## src/rtl/regfile_wb_pkg.sv

```systemverilog
// Shared types and default sizes for the register-file writeback arbiter.
// Optional feature macro used by the arbiter: WB_STARVE_EN.
package regfile_wb_pkg;

  localparam int WB_DATA_W     = 32;
  localparam int WB_ADDR_W     = 5;
  localparam int WB_NREGS      = 32;
  localparam int WB_STARVE_MAX = 4;

  // Occupancy of the one-entry mult/div result buffer.
  typedef enum logic [1:0] {
    IDLE  = 2'd0,  // buffer empty
    HELD  = 2'd1,  // buffer full, waiting for a free write slot
    FORCE = 2'd2   // buffer full, ALU blocked so the buffer drains now
  } wb_state_t;

  // Which source owns the write port in the current cycle.
  typedef enum logic [1:0] {
    NONE = 2'd0,
    ALU  = 2'd1,
    MD   = 2'd2,
    BUF  = 2'd3
  } wb_src_t;

endpackage

```

## src/rtl/wb_addr_decode.sv

```systemverilog
// Register address to one-hot write-enable decoder. The strobe gates every
// output bit, and bit 0 is tied low because r0 is hard-wired to zero.
module wb_addr_decode
  import regfile_wb_pkg::*;
#(
  parameter int ADDR_W = WB_ADDR_W,
  parameter int NREGS  = WB_NREGS
) (
  input  logic [ADDR_W-1:0] addr,
  input  logic              strobe,
  output logic [NREGS-1:0]  onehot
);

  genvar gi;
  generate
    for (gi = 0; gi < NREGS; gi = gi + 1) begin : g_dec
      if (gi == 0) begin : g_r0
        // r0 is never written
        assign onehot[gi] = 1'b0;
      end else begin : g_rn
        // one comparator per register
        assign onehot[gi] = strobe && (addr == ADDR_W'(gi));
      end
    end
  endgenerate

endmodule

```

## src/rtl/regfile_wb_arbiter.sv

```systemverilog
// Register-file write port arbiter between the ALU writeback stage and the
// multicycle mult/div unit. One mult/div result can be parked in a buffer
// while the ALU owns the port; a same-register ALU write kills it (WAW).
// Macro WB_STARVE_EN: adds a starvation counter that forces the buffered
// result out after STARVE_MAX consecutive ALU wins. Without it the ALU has
// strict priority and the buffer drains only in an ALU-idle cycle.
module regfile_wb_arbiter
  import regfile_wb_pkg::*;
#(
  parameter int DATA_W     = WB_DATA_W,
  parameter int ADDR_W     = WB_ADDR_W,
  parameter int NREGS      = WB_NREGS,
  parameter int STARVE_MAX = WB_STARVE_MAX
) (
  input  logic              clk,
  input  logic              clr,
  input  logic              alu_valid,
  input  logic [ADDR_W-1:0] alu_rd,
  input  logic [DATA_W-1:0] alu_data,
  output logic              alu_ready,
  input  logic              md_valid,
  input  logic [ADDR_W-1:0] md_rd,
  input  logic [DATA_W-1:0] md_data,
  output logic              md_ready,
  output logic [NREGS-1:0]  wr_en,
  output logic [ADDR_W-1:0] wr_addr,
  output logic [DATA_W-1:0] wr_data,
  output logic              md_pending,
  output logic [ADDR_W-1:0] md_pending_rd
);

  wb_state_t         state_reg, state_next;
  logic [ADDR_W-1:0] buf_rd_reg, buf_rd_next;
  logic [DATA_W-1:0] buf_data_reg, buf_data_next;

  wb_src_t           src;
  logic              sel_strobe;
  logic [ADDR_W-1:0] sel_addr;
  logic [DATA_W-1:0] sel_data;
  logic [NREGS-1:0]  dec_onehot;

  logic [NREGS-1:0]  wr_en_reg;
  logic [ADDR_W-1:0] wr_addr_reg;
  logic [DATA_W-1:0] wr_data_reg;

  logic              idle_waw;
  logic              alu_kills_buf;

  // An ALU write to the same nonzero register supersedes an older md result.
  assign idle_waw      = (md_rd == alu_rd) && (alu_rd != '0);
  assign alu_kills_buf = (buf_rd_reg == alu_rd) && (alu_rd != '0);

  assign md_ready = !clr && (state_reg == IDLE);

`ifdef WB_STARVE_EN
  localparam int CNT_W = (STARVE_MAX < 1) ? 1 : $clog2(STARVE_MAX + 1);

  logic [CNT_W-1:0] starve_cnt_reg, starve_cnt_next, starve_cnt_inc;

  assign starve_cnt_inc = starve_cnt_reg + CNT_W'(1);
  assign alu_ready      = !clr && (state_reg != FORCE);
`else
  // STARVE_MAX only matters when the starvation guard is built in.
  logic unused_starve;
  assign unused_starve = (STARVE_MAX > 0);
  assign alu_ready     = !clr;
`endif

  // Next-state, buffer update and write-source selection.
  always_comb begin
    state_next    = state_reg;
    buf_rd_next   = buf_rd_reg;
    buf_data_next = buf_data_reg;
    src           = NONE;
`ifdef WB_STARVE_EN
    starve_cnt_next = starve_cnt_reg;
`endif
    unique case (state_reg)
      IDLE: begin
        if (alu_valid) begin
          src = ALU;
          // Park the colliding md result unless the ALU write makes it dead.
          if (md_valid && !idle_waw) begin
            buf_rd_next   = md_rd;
            buf_data_next = md_data;
            state_next    = HELD;
`ifdef WB_STARVE_EN
            starve_cnt_next = '0;
`endif
          end
        end else if (md_valid) begin
          src = MD;
        end
      end
      HELD: begin
        if (!alu_valid) begin
          src        = BUF;
          state_next = IDLE;
        end else if (alu_kills_buf) begin
          src        = ALU;
          state_next = IDLE;
`ifdef WB_STARVE_EN
          starve_cnt_next = '0;
`endif
        end else begin
          src = ALU;
`ifdef WB_STARVE_EN
          starve_cnt_next = starve_cnt_inc;
          if (starve_cnt_inc == CNT_W'(STARVE_MAX)) begin
            state_next = FORCE;
          end
`endif
        end
      end
`ifdef WB_STARVE_EN
      FORCE: begin
        src             = BUF;
        state_next      = IDLE;
        starve_cnt_next = '0;
      end
`endif
      default: begin
        state_next = IDLE;
      end
    endcase
  end

  // Write-port mux driven by the selected source.
  always_comb begin
    sel_strobe = (src != NONE);
    sel_addr   = wr_addr_reg;
    sel_data   = wr_data_reg;
    unique case (src)
      ALU: begin
        sel_addr = alu_rd;
        sel_data = alu_data;
      end
      MD: begin
        sel_addr = md_rd;
        sel_data = md_data;
      end
      BUF: begin
        sel_addr = buf_rd_reg;
        sel_data = buf_data_reg;
      end
      default: begin
        sel_addr = wr_addr_reg;
        sel_data = wr_data_reg;
      end
    endcase
  end

  wb_addr_decode #(
    .ADDR_W (ADDR_W),
    .NREGS  (NREGS)
  ) u_wr_dec (
    .addr   (sel_addr),
    .strobe (sel_strobe),
    .onehot (dec_onehot)
  );

  // Arbitration state and buffer registers.
  always_ff @(posedge clk) begin
    if (clr) begin
      state_reg    <= IDLE;
      buf_rd_reg   <= '0;
      buf_data_reg <= '0;
    end else begin
      state_reg    <= state_next;
      buf_rd_reg   <= buf_rd_next;
      buf_data_reg <= buf_data_next;
    end
  end

`ifdef WB_STARVE_EN
  // Count consecutive ALU wins while a result waits in the buffer.
  always_ff @(posedge clk) begin
    if (clr) begin
      starve_cnt_reg <= '0;
    end else begin
      starve_cnt_reg <= starve_cnt_next;
    end
  end
`endif

  // Registered write port; address and data hold when nothing is written.
  always_ff @(posedge clk) begin
    if (clr) begin
      wr_en_reg   <= '0;
      wr_addr_reg <= '0;
      wr_data_reg <= '0;
    end else begin
      wr_en_reg <= dec_onehot;
      if (sel_strobe) begin
        wr_addr_reg <= sel_addr;
        wr_data_reg <= sel_data;
      end
    end
  end

  assign wr_en         = wr_en_reg;
  assign wr_addr       = wr_addr_reg;
  assign wr_data       = wr_data_reg;
  assign md_pending    = (state_reg != IDLE);
  assign md_pending_rd = md_pending ? buf_rd_reg : '0;

endmodule

```

## config.mk

```make
export PLATFORM = sky130hd
export DESIGN_NAME = regfile_wb_arbiter
export DESIGN_NICKNAME = d
export VERILOG_FILES = /design/src/rtl/regfile_wb_pkg.sv /design/src/rtl/wb_addr_decode.sv /design/src/rtl/regfile_wb_arbiter.sv
export SDC_FILE = /design/constraint.sdc
export NUM_CORES = 1
export LEC_CHECK = 0
export BUFFER_PORTS_ARGS = -buffer_cell sky130_fd_sc_hd__buf_2
export CORE_MARGIN = 2
export CORE_UTILIZATION = 50
export DETAILED_ROUTE_END_ITERATION = 8
export MAX_ROUTING_LAYER = met4
export PLACE_DENSITY = 0.81
export SYNTH_ARGS = -nofsm -noshare
export SYNTH_HDL_FRONTEND = slang
export SYNTH_SLANG_ARGS = --single-unit
```

## constraint.sdc

```tcl
create_clock -name clk -period 2 [get_ports clk]
set_clock_uncertainty 0.1 [all_clocks]
set_input_delay 0.1 -clock clk [delete_from_list [all_inputs] [get_ports clk]]
set_output_delay 0.1 -clock clk [all_outputs]
set_load 0.1 [all_outputs]
```

* After elaboration in Yosys (flattened, before gate mapping)
Cells that the tools add are included.
Word-level totals: logic and storage cells 104, register bits 108
Cells by class: equal/unequal tests 40, reduce and logical (&&, ||, !) cells 45, mux-type cells 12
Operator list (count):
- $pmux W32 S3 | 1
- $eq A5 B5 Y1 const B | 16
- $eq A5 B4 Y1 const B | 8
- $logic_and A1 B1 Y1 | 35
- $eq A5 B3 Y1 const B | 4
- $pmux W5 S3 | 1
- $mux W2 | 7
- $eq A5 B2 Y1 const B | 2
- $eq A5 B5 Y1 | 2
- $pmux W2 S2 | 2
- $reduce_and A3 Y1 | 2
- $eq A5 B1 Y1 const B | 1
- $mux W5 | 1
- $reduce_bool A5 Y1 | 1
- $eq A2 B1 Y1 const B | 2
- $eq A2 B2 Y1 const B | 2
- $reduce_bool A2 Y1 | 2
- $ne A3 B3 Y1 const B | 1
- $reduce_bool A3 Y1 | 1
- $logic_not A1 Y1 | 2
- $logic_not A2 Y1 | 1
- $ne A2 B1 Y1 const B | 1
- $ne A2 B2 Y1 const B | 1
- $reduce_and A2 Y1 | 1

* Logic depth before layout (Yosys ltp)
depth after elaboration 7, mapped depth 7

* Modules after synthesis
A second synthesis with hierarchy kept.
Unflattened totals: cell total of the unflattened synthesis 602, area total of the unflattened synthesis 4780.8 um^2
Modules (own cells, without submodules):
- regfile_wb_arbiter | seq. area each 2142.1 um^2, area each 4543.1 um^2, instances 1, cells an instance 554
- wb_addr_decode | seq. area each 0.0 um^2, area each 237.7 um^2, instances 1, cells an instance 48

* Least setup slack after synthesis
No wires, ideal clock.
path type flip-flop to flip-flop, start point reg state_reg[0], end point reg wr_en_reg[18] (netlist: wr_en[18]), clock period less this slack 2.848 ns, stages on the path, launching flop included 6, arrival time 2.656 ns, path buffers 1, library setup time 0.092 ns, setup slack -0.848 ns, cells stage by stage dfxtp_1 buf_6 and2_1 o31a_1 nand2_1 nor4_1
Between the ends: longest elaborated chain between the ends 6, elaborated cells between the ends (all ways) 10, those cells by class 5 x eq/ne; 2 x mux; 3 x reduce/logical
RTL lines:
- start, declared | RTL line regfile_wb_arbiter.sv:32 | wb_state_t state_reg, state_next;
- start signal, assigned | RTL line regfile_wb_arbiter.sv:169 | state_reg <= state_next;
- $eq A2 B1 Y1 / $logic_not A2 Y1 (equally long branches) | RTL line regfile_wb_arbiter.sv:78 | unique case (state_reg)
- $pmux W2 S2 (*) | RTL line regfile_wb_arbiter.sv:78
- $eq A2 B2 Y1 / $eq A2 B1 Y1 (equally long branches) | RTL line regfile_wb_arbiter.sv:133 | unique case (src)
- $pmux W5 S3 | RTL line regfile_wb_arbiter.sv:133
- $eq A5 B5 Y1 | RTL line wb_addr_decode.sv:22 | assign onehot[gi] = strobe && (addr == ADDR_W'(gi));
- $logic_and A1 B1 Y1 (*) | RTL line wb_addr_decode.sv:22
- end signal, assigned | RTL line regfile_wb_arbiter.sv:193 | wr_en_reg <= dec_onehot;
- end, declared | RTL line regfile_wb_arbiter.sv:42 | logic [NREGS-1:0] wr_en_reg;
Mark *: on every way between the ends. The rest lies on a longest branch, timed or not. A chain may end at the register's enable or synchronous reset.

* Final worst setup path
start point reg state_reg[0], end point reg wr_en_reg[1] (netlist: wr_en[1])
Between the ends: longest elaborated chain between the ends 6, elaborated cells between the ends (all ways) 10, those cells by class 5 x eq/ne; 2 x mux; 3 x reduce/logical
RTL lines (RTL line):
- $eq A2 B1 Y1 / $logic_not A2 Y1 (equally long branches) | regfile_wb_arbiter.sv:78
- $pmux W2 S2 (*) | regfile_wb_arbiter.sv:78
- $eq A2 B2 Y1 / $eq A2 B1 Y1 (equally long branches) | regfile_wb_arbiter.sv:133
- $pmux W5 S3 | regfile_wb_arbiter.sv:133
- $eq A5 B1 Y1 | wb_addr_decode.sv:22
- $logic_and A1 B1 Y1 (*) | wb_addr_decode.sv:22
Marks and branches as above.

==> flow_metrics.py <==
metrics = {
    "status": {
        "outcome": "completed",
    },
    "sta": {
        "max_slew_margin_pct": 56.9,
        "fin_crit_sh_pct": 97.4,
        "maxClockFrequency_ghz": 0.513,
        "setup_viol": 0,
        "tns_ns": 0,
        "min_period_ns": 1.95,
        "hold_viol": 0,
        "slew_viol_final": 0,
        "tightestPinTransition_ns": 0.647,
    },
    "clock_tree": {
        "post_cts_buffers": 0,
        "clk_latency_ns": 0.37,
        "path_clk_slew_ns": 0.11,
        "htreeDepth": 3,
        "clockRootBuffer": "clkbuf_8",
        "clockBufferDepth": 2,
        "cts_num_sinks": 106,
        "cts_tree": "built",
        "cts_inserted_buffers": 9,
    },
    "worst_setup_path": {
        "slowest_delay_ns": 0.45,
        "slowest_stage": "dfxtp_4",
        "crit_chain": "buf_4 > and3b_1 > o31ai_1 > buf_4 > nand4_1 > nor3_1",
        "worstPathRequired_ns": 2.19,
        "cp-end-kind": "flop",
        "r2r_cells": 6,
        "critical_path_arrival_ns": 2.14,
        "cp-start-kind": "flop",
        "path_max_fanout": 15,
        "rrSetupSlack_ns": 0.05,
        "reg2reg_to": "wr_en[1]$_SDFF_PP0_",
        "path_class": "reg2reg",
        "r2r-start": "state_reg[0]$_SDFFE_PP0P_",
        "cp_common_cell": "buf_4",
    },
    "yosys": {
        "yosysWarnings": 0,
        "synth_edf_count": 0,
        "yosysSeqAreaShare_pct": 44.7,
        "synthTopCellsByArea": "dfxtp_1 (45%), mux2i_1 (7.8%), nand2_1 (6.6%)",
        "ys_dominant_reg_cell": "dfxtp_1",
        "synthArstFlopShare_pct": 0,
        "synth_fp_nets": 644,
        "ys_ff_latch": 106,
        "post-synth-top-area-cell": "dfxtp_1",
        "ys_types": 45,
        "syn_area_per_cell_um2": 8.38,
        "syn-cell-area_um2": 4750,
        "syn_inst": 566,
        "synth_top_area_share_pct": 44.7,
    },
    "detailed_routing": {
        "drcViolationCount": 0,
        "vias_per_cell": 5.42,
        "wl_per_cell_um": 15.4,
        "vias": 4893,
        "ant_nets": 0,
        "wirelength_mm": 13.9,
        "dr.pass1.iters": 5,
        "first_iter_violations": 255,
    },
    "min_path": {
        "min-delay-start": "alu_rd[0]",
        "hold_class": "in2reg",
        "min_to": "wr_en[12]$_SDFF_PP0_",
        "holdPathStages": 4,
    },
    "pwr": {
        "power_leakage_uw": 0.00284,
        "ir_worst_vdd_v": 0.000364,
        "power.density_nw_per_um2": 769,
    },
    "global_routing": {
        "grt_overflow": 0,
        "grt_pass1_vias": 4751,
        "antenna_found_initial": 0,
        "grt.total_usage_pct": 27.6,
        "grt_max_degree": 65,
        "grt_pass1_wl_mm": 22.0,
    },
    "floorplanning": {
        "die_h_um": 101,
        "io_pins": 155,
        "design.core.area_um2": 9240,
        "fp.dieW_um": 101,
        "std_cell_rows": 35,
        "die_area_um2": 10300,
        "start_util_pct": 51.4,
    },
    "finish": {
        "syn2layout_area_growth_pct": 38.1,
        "fin_cells": 903,
        "layout.nets": 847,
        "drive_gt1_share_pct": 27.0,
        "num_antenna_cells": 0,
    },
    "placement": {
        "portBuffers": 153,
        "dp.cells": 816,
        "hpwlAfterDp_mm": 8.38,
        "gp_congestion": 0.866,
    },
    "job": {
        "drv_cap": 0,
    },
}
critical path, delay by kind of cell, from the launching register on:
family,cells,cell delay (ns)
AO/OA/AOI/OAI,1,0.39
buffers and inverters,2,0.39
AND/OR/NAND/NOR,3,0.54
flip-flops,1,0.45
report_power, final:
| group | switching (uW) | internal (uW) | total [uW] |
|---|---|---|---|
| Sequential | 68.3 | 2220 | 2290 |
| Clock | 838 | 502 | 1340 |
| Combinational | 1000 | 409 | 1410 |
logic make-up after synthesis:
kind of cell,count (synthesis),share of synthesized area [%]
flip-flops,106,44.7
AND/OR/NAND/NOR,213,20.0
AO/OA/AOI/OAI,119,17.1
buffers and inverters,79,8.17
other,1,0.0790
multiplexers,38,8.04
XOR/XNOR,10,1.85
Yosys cell counts (2+ instances only):
master    instances
clkbuf_1         23
buf_6             3
nand3_1           2
buf_1             4
nand2_1          84
nor3_1           19
o31a_1            4
o21ai_0          33
buf_12            3
o221ai_2          2
buf_2            10
mux2i_1          37
nand2b_1          2
nor2_2            3
o31ai_1           3
dfxtp_1         106
and2_1            6
nor2b_1           3
xnor2_1          10
nor4_1            6
o21ai_2           2
buf_4             2
a21oi_1          36
nor2_1           76
nand4_1           3
nor3b_2           2
inv_1            33
a221oi_1         32
final cells by class:
class                      instances  area, um^2
clock inverter                     7        86.3
fill                             681        2680
clock buffer                       9         124
sequential                       106        2130
timing repair buffer             237        1680
multi-input combinational        381        2250
tap                              129         161
inverter                          34         128
through the flow:
step           utilization, %  hold slack [ns]  setup slack (ns)  area (um^2)  total power (uW)
2_1_floorplan               -            0.142            0.0166         4760              3340
3_3_place_gp             60.9            0.248             0.162         5630              3580
3_5_place_dp             60.9            0.254            0.0928         5630              3610
4_1_cts                  70.9           0.0787             0.121         6550              5030
5_1_grt                  71.0            0.112           -0.0412         6560              5220
6_report                 71.0            0.103            0.0520         6560              5040
worst max path at each step:
stage / slack, ns / to / startpoint / cells past startpoint
floorplan: 0.02 / wr_en[3]$_SDFF_PP0_ / wr_addr[1]$_SDFFE_PP0P_ / 4
finish: 0.05 / wr_en[1]$_SDFF_PP0_ / state_reg[0]$_SDFFE_PP0P_ / 6
global route: -0.04 / wr_en[1]$_SDFF_PP0_ / state_reg[0]$_SDFFE_PP0P_ / 6
detailed placement: 0.09 / wr_en[12]$_SDFF_PP0_ / alu_valid / 5
CTS: 0.12 / wr_en[12]$_SDFF_PP0_ / state_reg[0]$_SDFFE_PP0P_ / 4
global placement: 0.16 / wr_en[12]$_SDFF_PP0_ / alu_valid / 5
layout by cell type, fill, tap and decap left out, types with 6 or more instances in the layout:
| cell | count |
|---|---|
| a21oi_1 | 36 |
| a221oi_1 | 32 |
| buf_12 | 7 |
| buf_2 | 147 |
| buf_4 | 11 |
| clkbuf_8 | 9 |
| dfxtp_1 | 103 |
| dlygate4sd3_1 | 71 |
| inv_1 | 33 |
| mux2i_1 | 37 |
| nand2_1 | 83 |
| nor2_1 | 75 |
| nor3_1 | 19 |
| nor4_1 | 6 |
| o21ai_0 | 33 |
| xnor2_1 | 10 |
per-layer routing:
metal	share of wire, %	GRT usage (%)
met5	0	-
met4	2.0	10.7
met3	6.9	5.94
met2	51	47.7
met1	40	31.3
timing repair:
action,in CTS,in global routing
hold buffers,71,0
resized for setup,0,2
hold endpoints to repair,73,0
endpoints found under the setup margin,0,4
Note: power is estimated with default switching activity, not from simulation.
